[src/rtl/tone_band_classifier.sv]
// -----------------------------------------------------------------------------
// tone_band_classifier
//
// Measures the period of a comparator-squared audio tone and reports which of
// five frequency bands it has been stable in. The tone is synchronised, its
// rising edges are turned into 1-cycle pulses, and the clk-cycle count between
// pulses is classified against five inclusive period windows. A band is
// declared locked after MATCH_COUNT consecutive periods fall in it. The lock is
// dropped on the first off-band period or after TIMEOUT cycles with no edge.
//
// Ports
//   clk        in   system clock, all logic on the rising edge
//   rst        in   synchronous, active-high reset
//   toneIn     in   asynchronous squared audio
//   bp1..bp5   out  one-hot locked-band indicators (registered)
//   bandValid  out  high whenever one of bp1..bp5 is high (registered)
//
// Build option
//   TONE_GLITCH_FILTER_EN  when defined, the synchronised level only changes
//                          after 4 consecutive identical samples, which adds
//                          4 cycles of edge latency but leaves the measured
//                          period unchanged.
// -----------------------------------------------------------------------------
module tone_band_classifier #(
    parameter int unsigned BAND1_LO    = 47_500,
    parameter int unsigned BAND1_HI    = 52_500,
    parameter int unsigned BAND2_LO    = 31_667,
    parameter int unsigned BAND2_HI    = 35_000,
    parameter int unsigned BAND3_LO    = 23_750,
    parameter int unsigned BAND3_HI    = 26_250,
    parameter int unsigned BAND4_LO    = 19_000,
    parameter int unsigned BAND4_HI    = 21_000,
    parameter int unsigned BAND5_LO    = 15_834,
    parameter int unsigned BAND5_HI    = 17_500,
    parameter int unsigned MATCH_COUNT = 8,
    parameter int unsigned TIMEOUT     = 100_000
) (
    input  logic clk,
    input  logic rst,
    input  logic toneIn,
    output logic bp1,
    output logic bp2,
    output logic bp3,
    output logic bp4,
    output logic bp5,
    output logic bandValid
);

    localparam int CNT_W = 17;
    localparam logic [CNT_W-1:0] CNT_ZERO  = 17'd0;
    localparam logic [CNT_W-1:0] CNT_ONE   = 17'd1;
    localparam logic [CNT_W-1:0] CNT_MAX   = 17'd131_071;
    localparam logic [CNT_W-1:0] TIMEOUT_C = CNT_W'(TIMEOUT);

    localparam logic [CNT_W-1:0] B1_LO = CNT_W'(BAND1_LO);
    localparam logic [CNT_W-1:0] B1_HI = CNT_W'(BAND1_HI);
    localparam logic [CNT_W-1:0] B2_LO = CNT_W'(BAND2_LO);
    localparam logic [CNT_W-1:0] B2_HI = CNT_W'(BAND2_HI);
    localparam logic [CNT_W-1:0] B3_LO = CNT_W'(BAND3_LO);
    localparam logic [CNT_W-1:0] B3_HI = CNT_W'(BAND3_HI);
    localparam logic [CNT_W-1:0] B4_LO = CNT_W'(BAND4_LO);
    localparam logic [CNT_W-1:0] B4_HI = CNT_W'(BAND4_HI);
    localparam logic [CNT_W-1:0] B5_LO = CNT_W'(BAND5_LO);
    localparam logic [CNT_W-1:0] B5_HI = CNT_W'(BAND5_HI);

    localparam int MC_W = $clog2(MATCH_COUNT + 1);
    localparam logic [MC_W-1:0] MC_ZERO   = {MC_W{1'b0}};
    localparam logic [MC_W-1:0] MC_ONE    = {{(MC_W-1){1'b0}}, 1'b1};
    localparam logic [MC_W-1:0] MC_TARGET = MC_W'(MATCH_COUNT);

    // Band code 0 means "no band"; 1..5 name the windows.
    localparam logic [2:0] BAND_NONE = 3'd0;

    typedef enum logic [1:0] {
        IDLE    = 2'b00,
        MEASURE = 2'b01,
        LOCKED  = 2'b10
    } state_t;

    // Windows are tested in ascending index order so overlaps resolve to the
    // lowest band.
    function automatic logic [2:0] classify_period(input logic [CNT_W-1:0] period);
        logic [2:0] band;
        if ((period >= B1_LO) && (period <= B1_HI)) begin
            band = 3'd1;
        end else if ((period >= B2_LO) && (period <= B2_HI)) begin
            band = 3'd2;
        end else if ((period >= B3_LO) && (period <= B3_HI)) begin
            band = 3'd3;
        end else if ((period >= B4_LO) && (period <= B4_HI)) begin
            band = 3'd4;
        end else if ((period >= B5_LO) && (period <= B5_HI)) begin
            band = 3'd5;
        end else begin
            band = BAND_NONE;
        end
        return band;
    endfunction

    function automatic logic [4:0] band_to_onehot(input logic [2:0] band);
        logic [4:0] onehot;
        case (band)
            3'd1:    onehot = 5'b00001;
            3'd2:    onehot = 5'b00010;
            3'd3:    onehot = 5'b00100;
            3'd4:    onehot = 5'b01000;
            3'd5:    onehot = 5'b10000;
            default: onehot = 5'b00000;
        endcase
        return onehot;
    endfunction

    logic             r_sync1;
    logic             r_sync2;
    logic             r_level_d;
    logic             w_level;
    logic             w_edge;
    logic [CNT_W-1:0] r_cnt;
    logic             w_timeout;
    logic [2:0]       w_period_band;
    state_t           r_state;
    state_t           w_state_n;
    logic [2:0]       r_band;
    logic [2:0]       w_band_n;
    logic [MC_W-1:0]  r_match;
    logic [MC_W-1:0]  w_match_n;
    logic [4:0]       r_bp;
    logic [4:0]       w_bp_n;
    logic             r_valid;

    // Two-flop synchroniser for the asynchronous tone input.
    always_ff @(posedge clk) begin
        if (rst) begin
            r_sync1 <= 1'b0;
            r_sync2 <= 1'b0;
        end else begin
            r_sync1 <= toneIn;
            r_sync2 <= r_sync1;
        end
    end

`ifdef TONE_GLITCH_FILTER_EN
    logic [2:0] r_hist;
    logic       r_filt;

    // Majority-free debounce: the level follows only after the current sample
    // and the three before it all agree, so short glitches never reach the
    // edge detector and every edge is delayed by the same 4 cycles.
    always_ff @(posedge clk) begin
        if (rst) begin
            r_hist <= 3'b000;
            r_filt <= 1'b0;
        end else begin
            r_hist <= {r_hist[1:0], r_sync2};
            if ({r_hist, r_sync2} == 4'b1111) begin
                r_filt <= 1'b1;
            end else if ({r_hist, r_sync2} == 4'b0000) begin
                r_filt <= 1'b0;
            end else begin
                r_filt <= r_filt;
            end
        end
    end

    assign w_level = r_filt;
`else
    assign w_level = r_sync2;
`endif

    // Delayed copy of the level for rising-edge detection.
    always_ff @(posedge clk) begin
        if (rst) begin
            r_level_d <= 1'b0;
        end else begin
            r_level_d <= w_level;
        end
    end

    assign w_edge = w_level & ~r_level_d;

    // The counter restarts at 1 on an edge so that its value at the next edge
    // equals the number of cycles between the two pulses.
    assign w_timeout     = (r_state != IDLE) && (r_cnt == TIMEOUT_C);
    assign w_period_band = classify_period(r_cnt);

    // Saturating period counter; parked at zero while idle.
    always_ff @(posedge clk) begin
        if (rst) begin
            r_cnt <= CNT_ZERO;
        end else if (w_edge) begin
            r_cnt <= CNT_ONE;
        end else if ((r_state == IDLE) || w_timeout) begin
            r_cnt <= CNT_ZERO;
        end else if (r_cnt != CNT_MAX) begin
            r_cnt <= r_cnt + CNT_ONE;
        end else begin
            r_cnt <= r_cnt;
        end
    end

    // Next-state, match tracking and next output decode. An edge is examined
    // before the timeout so a period of exactly TIMEOUT is still classified.
    always_comb begin
        w_state_n = r_state;
        w_band_n  = r_band;
        w_match_n = r_match;
        w_bp_n    = r_bp;
        case (r_state)
            IDLE: begin
                w_bp_n    = 5'b00000;
                w_match_n = MC_ZERO;
                w_band_n  = BAND_NONE;
                if (w_edge) begin
                    w_state_n = MEASURE;
                end else begin
                    w_state_n = IDLE;
                end
            end
            MEASURE: begin
                if (w_edge) begin
                    if (w_period_band == BAND_NONE) begin
                        w_match_n = MC_ZERO;
                        w_band_n  = BAND_NONE;
                    end else if (w_period_band == r_band) begin
                        w_match_n = r_match + MC_ONE;
                    end else begin
                        w_match_n = MC_ONE;
                        w_band_n  = w_period_band;
                    end
                    if (w_match_n == MC_TARGET) begin
                        w_state_n = LOCKED;
                        w_bp_n    = band_to_onehot(w_band_n);
                    end else begin
                        w_bp_n    = 5'b00000;
                    end
                end else if (w_timeout) begin
                    w_state_n = IDLE;
                    w_match_n = MC_ZERO;
                    w_band_n  = BAND_NONE;
                    w_bp_n    = 5'b00000;
                end else begin
                    w_bp_n    = 5'b00000;
                end
            end
            LOCKED: begin
                if (w_edge) begin
                    if (w_period_band == r_band) begin
                        w_bp_n = r_bp;
                    end else begin
                        w_state_n = MEASURE;
                        w_bp_n    = 5'b00000;
                        w_band_n  = w_period_band;
                        if (w_period_band == BAND_NONE) begin
                            w_match_n = MC_ZERO;
                        end else begin
                            w_match_n = MC_ONE;
                        end
                    end
                end else if (w_timeout) begin
                    w_state_n = IDLE;
                    w_match_n = MC_ZERO;
                    w_band_n  = BAND_NONE;
                    w_bp_n    = 5'b00000;
                end else begin
                    w_bp_n = r_bp;
                end
            end
            default: begin
                w_state_n = IDLE;
                w_match_n = MC_ZERO;
                w_band_n  = BAND_NONE;
                w_bp_n    = 5'b00000;
            end
        endcase
    end

    // State, match tracking and registered outputs.
    always_ff @(posedge clk) begin
        if (rst) begin
            r_state <= IDLE;
            r_band  <= BAND_NONE;
            r_match <= MC_ZERO;
            r_bp    <= 5'b00000;
            r_valid <= 1'b0;
        end else begin
            r_state <= w_state_n;
            r_band  <= w_band_n;
            r_match <= w_match_n;
            r_bp    <= w_bp_n;
            r_valid <= |w_bp_n;
        end
    end

    assign bp1       = r_bp[0];
    assign bp2       = r_bp[1];
    assign bp3       = r_bp[2];
    assign bp4       = r_bp[3];
    assign bp5       = r_bp[4];
    assign bandValid = r_valid;

endmodule

[config.mk]
export PLATFORM = sky130hd
export DESIGN_NAME = tone_band_classifier
export DESIGN_NICKNAME = d
export VERILOG_FILES = /design/src/rtl/tone_band_classifier.sv
export SDC_FILE = /design/constraint.sdc
export NUM_CORES = 1
export LEC_CHECK = 0
export CORE_ASPECT_RATIO = 0.8
export CORE_UTILIZATION = 42
export DETAILED_ROUTE_END_ITERATION = 10
export GPL_TIMING_DRIVEN = 0
export PLACE_DENSITY = 0.6
export SYNTH_ARGS = -nofsm -noshare
export SYNTH_HDL_FRONTEND = slang
export SYNTH_SLANG_ARGS = --single-unit
[constraint.sdc]
create_clock -name clk -period 3 [get_ports clk]
set_clock_uncertainty 0.1 [all_clocks]
set_input_delay 0.75 -clock clk [delete_from_list [all_inputs] [get_ports clk]]
set_output_delay 0.75 -clock clk [all_outputs]
set_load 0.02 [all_outputs]
==> results of run 1 <==
## worst max-delay path by stage
| stage | startpoint | endpoint | slack (ns) | depth (start not counted) |
|---|---|---|---|---|
| after floorplan | r_cnt[16] | r_state[1] | 0.009 | 9 |
| after global placement | r_cnt[7] | r_cnt[10] | -0.45 | 12 |
| after detailed placement | r_cnt[7] | r_cnt[10] | -0.44 | 12 |
| after CTS | r_cnt[11] | r_state[1] | -0.15 | 9 |
| after global routing | r_cnt[11] | r_state[1] | -0.25 | 9 |
| final | r_cnt[11] | r_state[1] | -0.13 | 9 |
## placed cells by master (no fill, tap or decap), types with 3 or more instances in the layout
master,netlist,layout
a211oi_1,4,4
a21oi_1,18,17
a31oi_1,5,3
and3_1,8,8
buf_2,9,3
buf_4,0,16
buf_6,1,4
clkbuf_1,17,7
clkbuf_2,0,3
clkbuf_4,0,3
clkbuf_8,0,7
clkdlybuf4s50_1,0,7
dfxtp_1,35,26
dfxtp_2,0,9
ha_1,8,7
inv_1,12,12
nand2_1,26,25
nand2b_1,3,3
nand3_1,15,13
nand4_1,10,10
nand4b_1,5,5
nor2_1,32,31
nor2b_1,9,8
nor3_1,14,12
nor3b_1,3,3
nor4_2,0,6
o2111ai_1,5,4
o211ai_1,3,3
o21ai_0,13,7
o21ai_1,1,7
or3_1,6,4
or4_1,4,3
or4b_4,1,3
xnor2_1,5,5
xor2_1,9,9
## cell type report
type | instances | area, um2 | share of cell area
plain buffers | 24 | 154 | 0.0468
multi-input cells | 268 | 2020 | 0.614
inverters | 12 | 45.0 | 0.0137
flip-flops and latches | 35 | 712 | 0.217
clock buffers | 8 | 100 | 0.0305
well taps | 81 | 101 | 0.0308
repair buffers | 18 | 156 | 0.0476
## what timing repair did
item                                    4_1_cts  5_1_grt
setup buffers                                 7        3
endpoints found under the setup margin       25       28
gates resized for setup                      33       66
pin swaps                                    11       16
gates cloned                                  1        0
## power groups by stage
stage | registers (W) | clock network (W) | logic (W)
6_report | 0.000468 | 0.000389 | 0.0000360
3_5_place_dp | 0.000479 | 0 | 0.0000294
2_1_floorplan | 0.000479 | 0 | 0.0000211
4_1_cts | 0.000468 | 0.000395 | 0.0000324
3_3_place_gp | 0.000479 | 0 | 0.0000295
5_1_grt | 0.000468 | 0.000413 | 0.0000387
## kinds of logic (layout without fill, tap and decap cells)
group                      count (synthesis)  count (layout)  synth area share
and+or+nand+nor                          163             163             0.349
AOI/OAI and AO/OA                         81              81             0.226
buffers and inverters                     40              62            0.0646
DFF                                       35              35             0.268
xor gates and xnor gates                  14              14            0.0469
adders and majority gates                  8               8            0.0383
muxes                                      2               2           0.00765
## state kept, by name (all words and copies together), names as in the netlist
register   cells
r_level_d      1
r_match        4
r_cnt         17
r_bp           5
r_state        2
r_sync1        1
bandValid      1
r_sync2        1
r_band         3
## stage by stage
step	setup TNS, ns	setup WS [ns]	cells
2_1_floorplan	0	0.00944	343
3_3_place_gp	-8.50	-0.452	431
3_5_place_dp	-7.35	-0.435	431
4_1_cts	-0.297	-0.146	443
5_1_grt	-1.04	-0.249	446
6_report	-0.257	-0.132	446
## routing by layer
metal	up-vias	GRT usage	wire, um
met5	-	0	0
met4	0	0.0502	233
met3	30	0.0615	811
met2	168	0.341	3200
met1	1336	0.380	3870
li1	1315	-	-
==> results.yml, run 1 <==
synth:
  synth_cell_types: 68
  yosysSeqAreaShare: 0.268
  synth-edff-count: 0
  synth_cells: 343
  ys_ff_latch: 35
  synth_area_um2: 2620
  synthTopCellsByArea: "dfxtp_1, nor2_1, ha_1"
  synth_top_area_cell: "dfxtp_1"
  synth_top_area_frac: 0.268
  async_flop_share: 0
  syn_nets: 354
  yosysWarnings: 0
  synth_top_flop_cell: "dfxtp_1"
  synth.most_common_cell: "dfxtp_1"
  syn_area_per_cell_um2: 7.63
  synthTopCellsByCount: "dfxtp_1, nor2_1, nand2_1"
timing:
  report.final.setup_viol: 5
  fin_ws_ns: -0.132
  fin_crit_ns: 3.13
  clock.fmax_mhz: 319
  hold_viol: 0
  finalCritPeriodShare: 1.04
  rsz0062_at_grt: "yes"
  worst_pin_slew_ns: 0.526
  hold_ws_ns: 0.348
  drv_slew: 0
  slew_headroom: 0.649
layout:
  final_core_util: 0.550
  fin_nets: 375
  n_antenna_cell: 0
  syn2layout_area_growth_pct: 25.6
  fin_area_um2: 3290
  fillers: 566
  drive_gt1_frac: 0.255
global_route:
  grt_pass1_wl_um: 12800
  grtUsageTotal: 0.247
  antenna_found_initial: 0
  grt_pass1_vias: 2475
  grt_max_degree: 11
  grt-ovfl-total: 0
clocking:
  cts_tree: "yes"
  clockRootBuffer: "clkbuf_8"
  clk_pin_slew_ns: 0.07
  postCtsHoldBufs: 0
  htreeDepth: 2
  cts.sinks: 35
  clock_latency_ns: 0.29
  tritoncts.num_buffers: 5
  cts_max_path_buffers: 2
placed_design:
  dp_hpwl_um: 5580
  place_area_um2: 2790
  portBuffers: 7
  gp_congestion: 0.978
worst_setup_path:
  r2r_slack_ns: -0.13
  worst-setup-path-type: "reg2reg"
  arrival_ns: 3.20
  cp-end-kind: "register"
  ff2ff_path_depth: 9
  required_ns: 3.07
  timing.critical_path.buf_inv: 0
  max_stage_delay_ns: 0.56
  critPathSlowestCell: "or4b_4"
  path_cells: "or4b_4 -> a2111o_1 -> nand4_2 -> a22oi_2 -> or2_1 -> o311a_4 -> or4_4 -> a21oi_2 -> o211ai_1"
  crit_fanout: 7
  start_kind: "register"
  crit_family: "simple AND/OR/NAND/NOR gates"
  timing.rr.start: "r_cnt[11]"
  r2r_end: "r_state[1]"
power_and_ir_drop:
  comb_power_share: 0.040
  power_density_nw_per_um2: 272
  power_frac_clock: 0.436
  swShare: 0.227
  p_seq_frac: 0.524
  vdd_ir_drop_max_uv: 227
  p_total_w: 0.000894
  internal-power_w: 0.000690
  p_leak_nw: 1.09
  power.switching_w: 0.000203
floorplan:
  fp-row-count: 25
  die_area_um2: 6550
  core_um2: 5970
  die_x_um: 90.2
  start_util: 0.438
  die_y_um: 72.6
  num_io_pins: 9
routing:
  drc: 0
  routedWlPerCell_um: 18.2
  wl_um: 8110
  drt_iter0_markers: 421
  ant_nets: 0
  vias_per_cell: 6.39
  drtPass1Iterations: 5
  vias: 2849
min_path:
  hold_depth: 1
  min_delay_worst_endpoint: "r_sync2"
  hp-class: "reg2reg"
  min_from: "r_sync1"
status:
  status: "complete, but fails checks"
  violations: "negative setup slack"
flow_run:
  drv_cap: 0
No activity file was read; power rests on OpenSTA's default activity.
==> inputs of run 2 (changes only) <==
--- a/config.mk
+++ b/config.mk
@@ -5,6 +5,7 @@
 export SDC_FILE = /design/constraint.sdc
 export NUM_CORES = 1
 export LEC_CHECK = 0
+export ABC_AREA = 1
 export CORE_ASPECT_RATIO = 0.8
 export CORE_UTILIZATION = 42
 export DETAILED_ROUTE_END_ITERATION = 10
==> results.yml, run 2 <==
layout:
  fillers: 715
  regMostFlops: "r_cnt"
  syn2layout_area_growth_pct: 11.1
  reg_top3: "r_cnt (17), r_bp (5), r_match (4)"
  final_common_cell: "nand2_1"
  seqCellArea_um2: 703
  layout_common_cells: "nand2_1, nor2_1, inv_1, nand3_1, a21oi_1"
  fin_area_um2: 3190
  n_antenna_cell: 0
  largest_reg_flops: 17
  multi_input_area_um2: 1890
  fin_nets: 506
  final_cells: 580
  drive_gt1_frac: 0.139
synth:
  synth.most_common_cell: "nand2_1"
  async_flop_share: 0
  synthTopCellsByCount: "nand2_1, nor2_1, inv_1"
  synth_cell_types: 35
  synth_cells: 481
  synth_top_flop_cell: "dfxtp_1"
  synth_top_area_frac: 0.244
  syn_nets: 492
  synth-edff-count: 0
  ys_ff_latch: 35
  yosysSeqAreaShare: 0.244
  syn_area_per_cell_um2: 5.96
  synth_top_area_cell: "dfxtp_1"
  synth_area_um2: 2870
  synthTopCellsByArea: "dfxtp_1, nand2_1, nor2_1"
  yosysWarnings: 0
worst_setup_path:
  timing.critical_path.buf_inv: 3
  max_stage_delay_ns: 0.31
  crit_family: "simple AND/OR/NAND/NOR gates"
  arrival_ns: 2.84
  crit_fanout: 9
  cp.depth: 20
  cp-end-kind: "register"
  path_cells: "buf_4 -> nand2_1 -> inv_1 -> nand2_1 -> nor2_2 -> nand3_1 -> nand2_1 -> nand2_1 -> nand2_4 -> nand3_2 -> nand2_1 -> nand2_2 -> nand4_1 -> nand2_1 -> nand2_1 -> nand2_1 -> nor2_1 -> nand3_1 -> nand2_1 -> inv_1"
  crit_top_cell: "nand2_1"
  required_ns: 3.11
  critPathSlowestCell: "dfxtp_1"
  start_kind: "register"
  ff2ff_path_depth: 20
  worst-setup-path-type: "reg2reg"
timing:
  drv_slew: 0
  fin_crit_ns: 2.73
  clock.fmax_mhz: 366
  rsz0062_at_grt: "no"
  hold_ws_ns: 0.316
  report.final.setup_viol: 0
  finalCritPeriodShare: 0.910
  hold_viol: 0
  fin_setup_tns_ns: 0
  worst_pin_slew_ns: 0.500
  slew_headroom: 0.667
placed_design:
  gp_congestion: 0.928
  place_area_um2: 3040
  portBuffers: 7
  dp_hpwl_um: 6540
  placed_cells: 572
floorplan:
  fp-row-count: 26
  die_y_um: 75.9
  core_um2: 6510
  num_io_pins: 9
  die_x_um: 94.4
  start_util: 0.441
  die_area_um2: 7170
power_and_ir_drop:
  p_leak_nw: 1.39
  p_seq_frac: 0.524
  vdd_ir_drop_max_uv: 174
  internal-power_w: 0.000685
  power_density_nw_per_um2: 281
  swShare: 0.236
  comb_power_share: 0.032
  power.switching_w: 0.000211
  power_frac_clock: 0.445
global_route:
  grtUsageTotal: 0.253
  grt_pass1_vias: 2819
  grt_max_degree: 12
  grt-ovfl-total: 0
  antenna_found_initial: 0
  grt_pass1_wl_um: 14100
clocking:
  clockRootBuffer: "clkbuf_8"
  clock_latency_ns: 0.30
  cts_tree: "yes"
  tritoncts.num_buffers: 5
  clk_pin_slew_ns: 0.08
  postCtsHoldBufs: 0
  htreeDepth: 2
  cts_max_path_buffers: 2
  cts.sinks: 35
routing:
  vias_per_cell: 5.29
  wl_met3_um: 625
  top_layer: "met4"
  vias: 3070
  met1Wirelength_um: 4530
  drt_iter0_markers: 253
  drc: 0
  wl_um: 8440
  drtPass1Iterations: 5
  routedWlPerCell_um: 14.6
  ant_nets: 0
  dr_wl_met2_um: 3190
status:
  status: "finished clean"
min_path:
  hold_depth: 2
  hp-class: "reg2reg"
flow_run:
  drv_cap: 0
run 2: kinds of logic (layout without fill, tap and decap cells):
| group | count (synthesis) | in the layout | share of synthesized area |
|---|---|---|---|
| simple gates | 291 | 291 | 0.471 |
| buf+inv | 76 | 91 | 0.109 |
| compound gates | 64 | 64 | 0.120 |
| flops | 35 | 35 | 0.244 |
| fa+ha+maj | 8 | 8 | 0.0349 |
| xor+xnor | 7 | 7 | 0.0214 |
run 2: timing repair:
| item | 4_1_cts | 5_1_grt |
|---|---|---|
| gates resized for setup | 0 | 10 |
| setup buffers | 0 | 0 |
| setup endpoints to repair | 0 | 6 |
run 2: power by group through the flow:
| stage | combinational, W | clock [W] | sequential [W] |
|---|---|---|---|
| after CTS | 0.0000279 | 0.000406 | 0.000469 |
| final | 0.0000284 | 0.000398 | 0.000469 |
| after detailed placement | 0.0000277 | 0 | 0.000480 |
| after floorplan | 0.0000200 | 0 | 0.000479 |
| after global routing | 0.0000325 | 0.000425 | 0.000470 |
| after global placement | 0.0000275 | 0 | 0.000480 |
run 2: path summary, 6_finish.rpt:
kind         slack, ns         to  startpoint
min reg2reg       0.32    r_sync2     r_sync1
max               0.27  bandValid    r_cnt[9]
max reg2reg       0.27  bandValid    r_cnt[9]
min               0.32    r_sync2     r_sync1
run 2: cell type report:
class                   instances  area share
multi-input cells             370       0.594
flip-flops and latches         35       0.221
inverters                      63      0.0746
well taps                      84      0.0330
clock buffers                   7      0.0302
plain buffers                  13      0.0236
repair buffers                  7      0.0220
clock inverters                 1     0.00236
run 2: tightest hold or removal path, stage by stage (launching register included):
cell     delay (ns)
dfxtp_1        0.30
inv_1          0.05
nor2_1         0.03
run 2: metrics by stage:
stage | utilization | setup WS (ns) | total power (W)
2_1_floorplan | - | 0.775 | 0.000499
3_3_place_gp | 0.468 | 0.0829 | 0.000507
3_5_place_dp | 0.468 | 0.0637 | 0.000508
4_1_cts | 0.484 | 0.0481 | 0.000903
5_1_grt | 0.490 | 0.0104 | 0.000927
6_report | 0.490 | 0.270 | 0.000896
run 2: layer usage:
layer,track usage,vias to the layer above
met5,0,-
met4,0.0769,0
met3,0.0492,10
met2,0.326,99
met1,0.405,1390
li1,-,1571
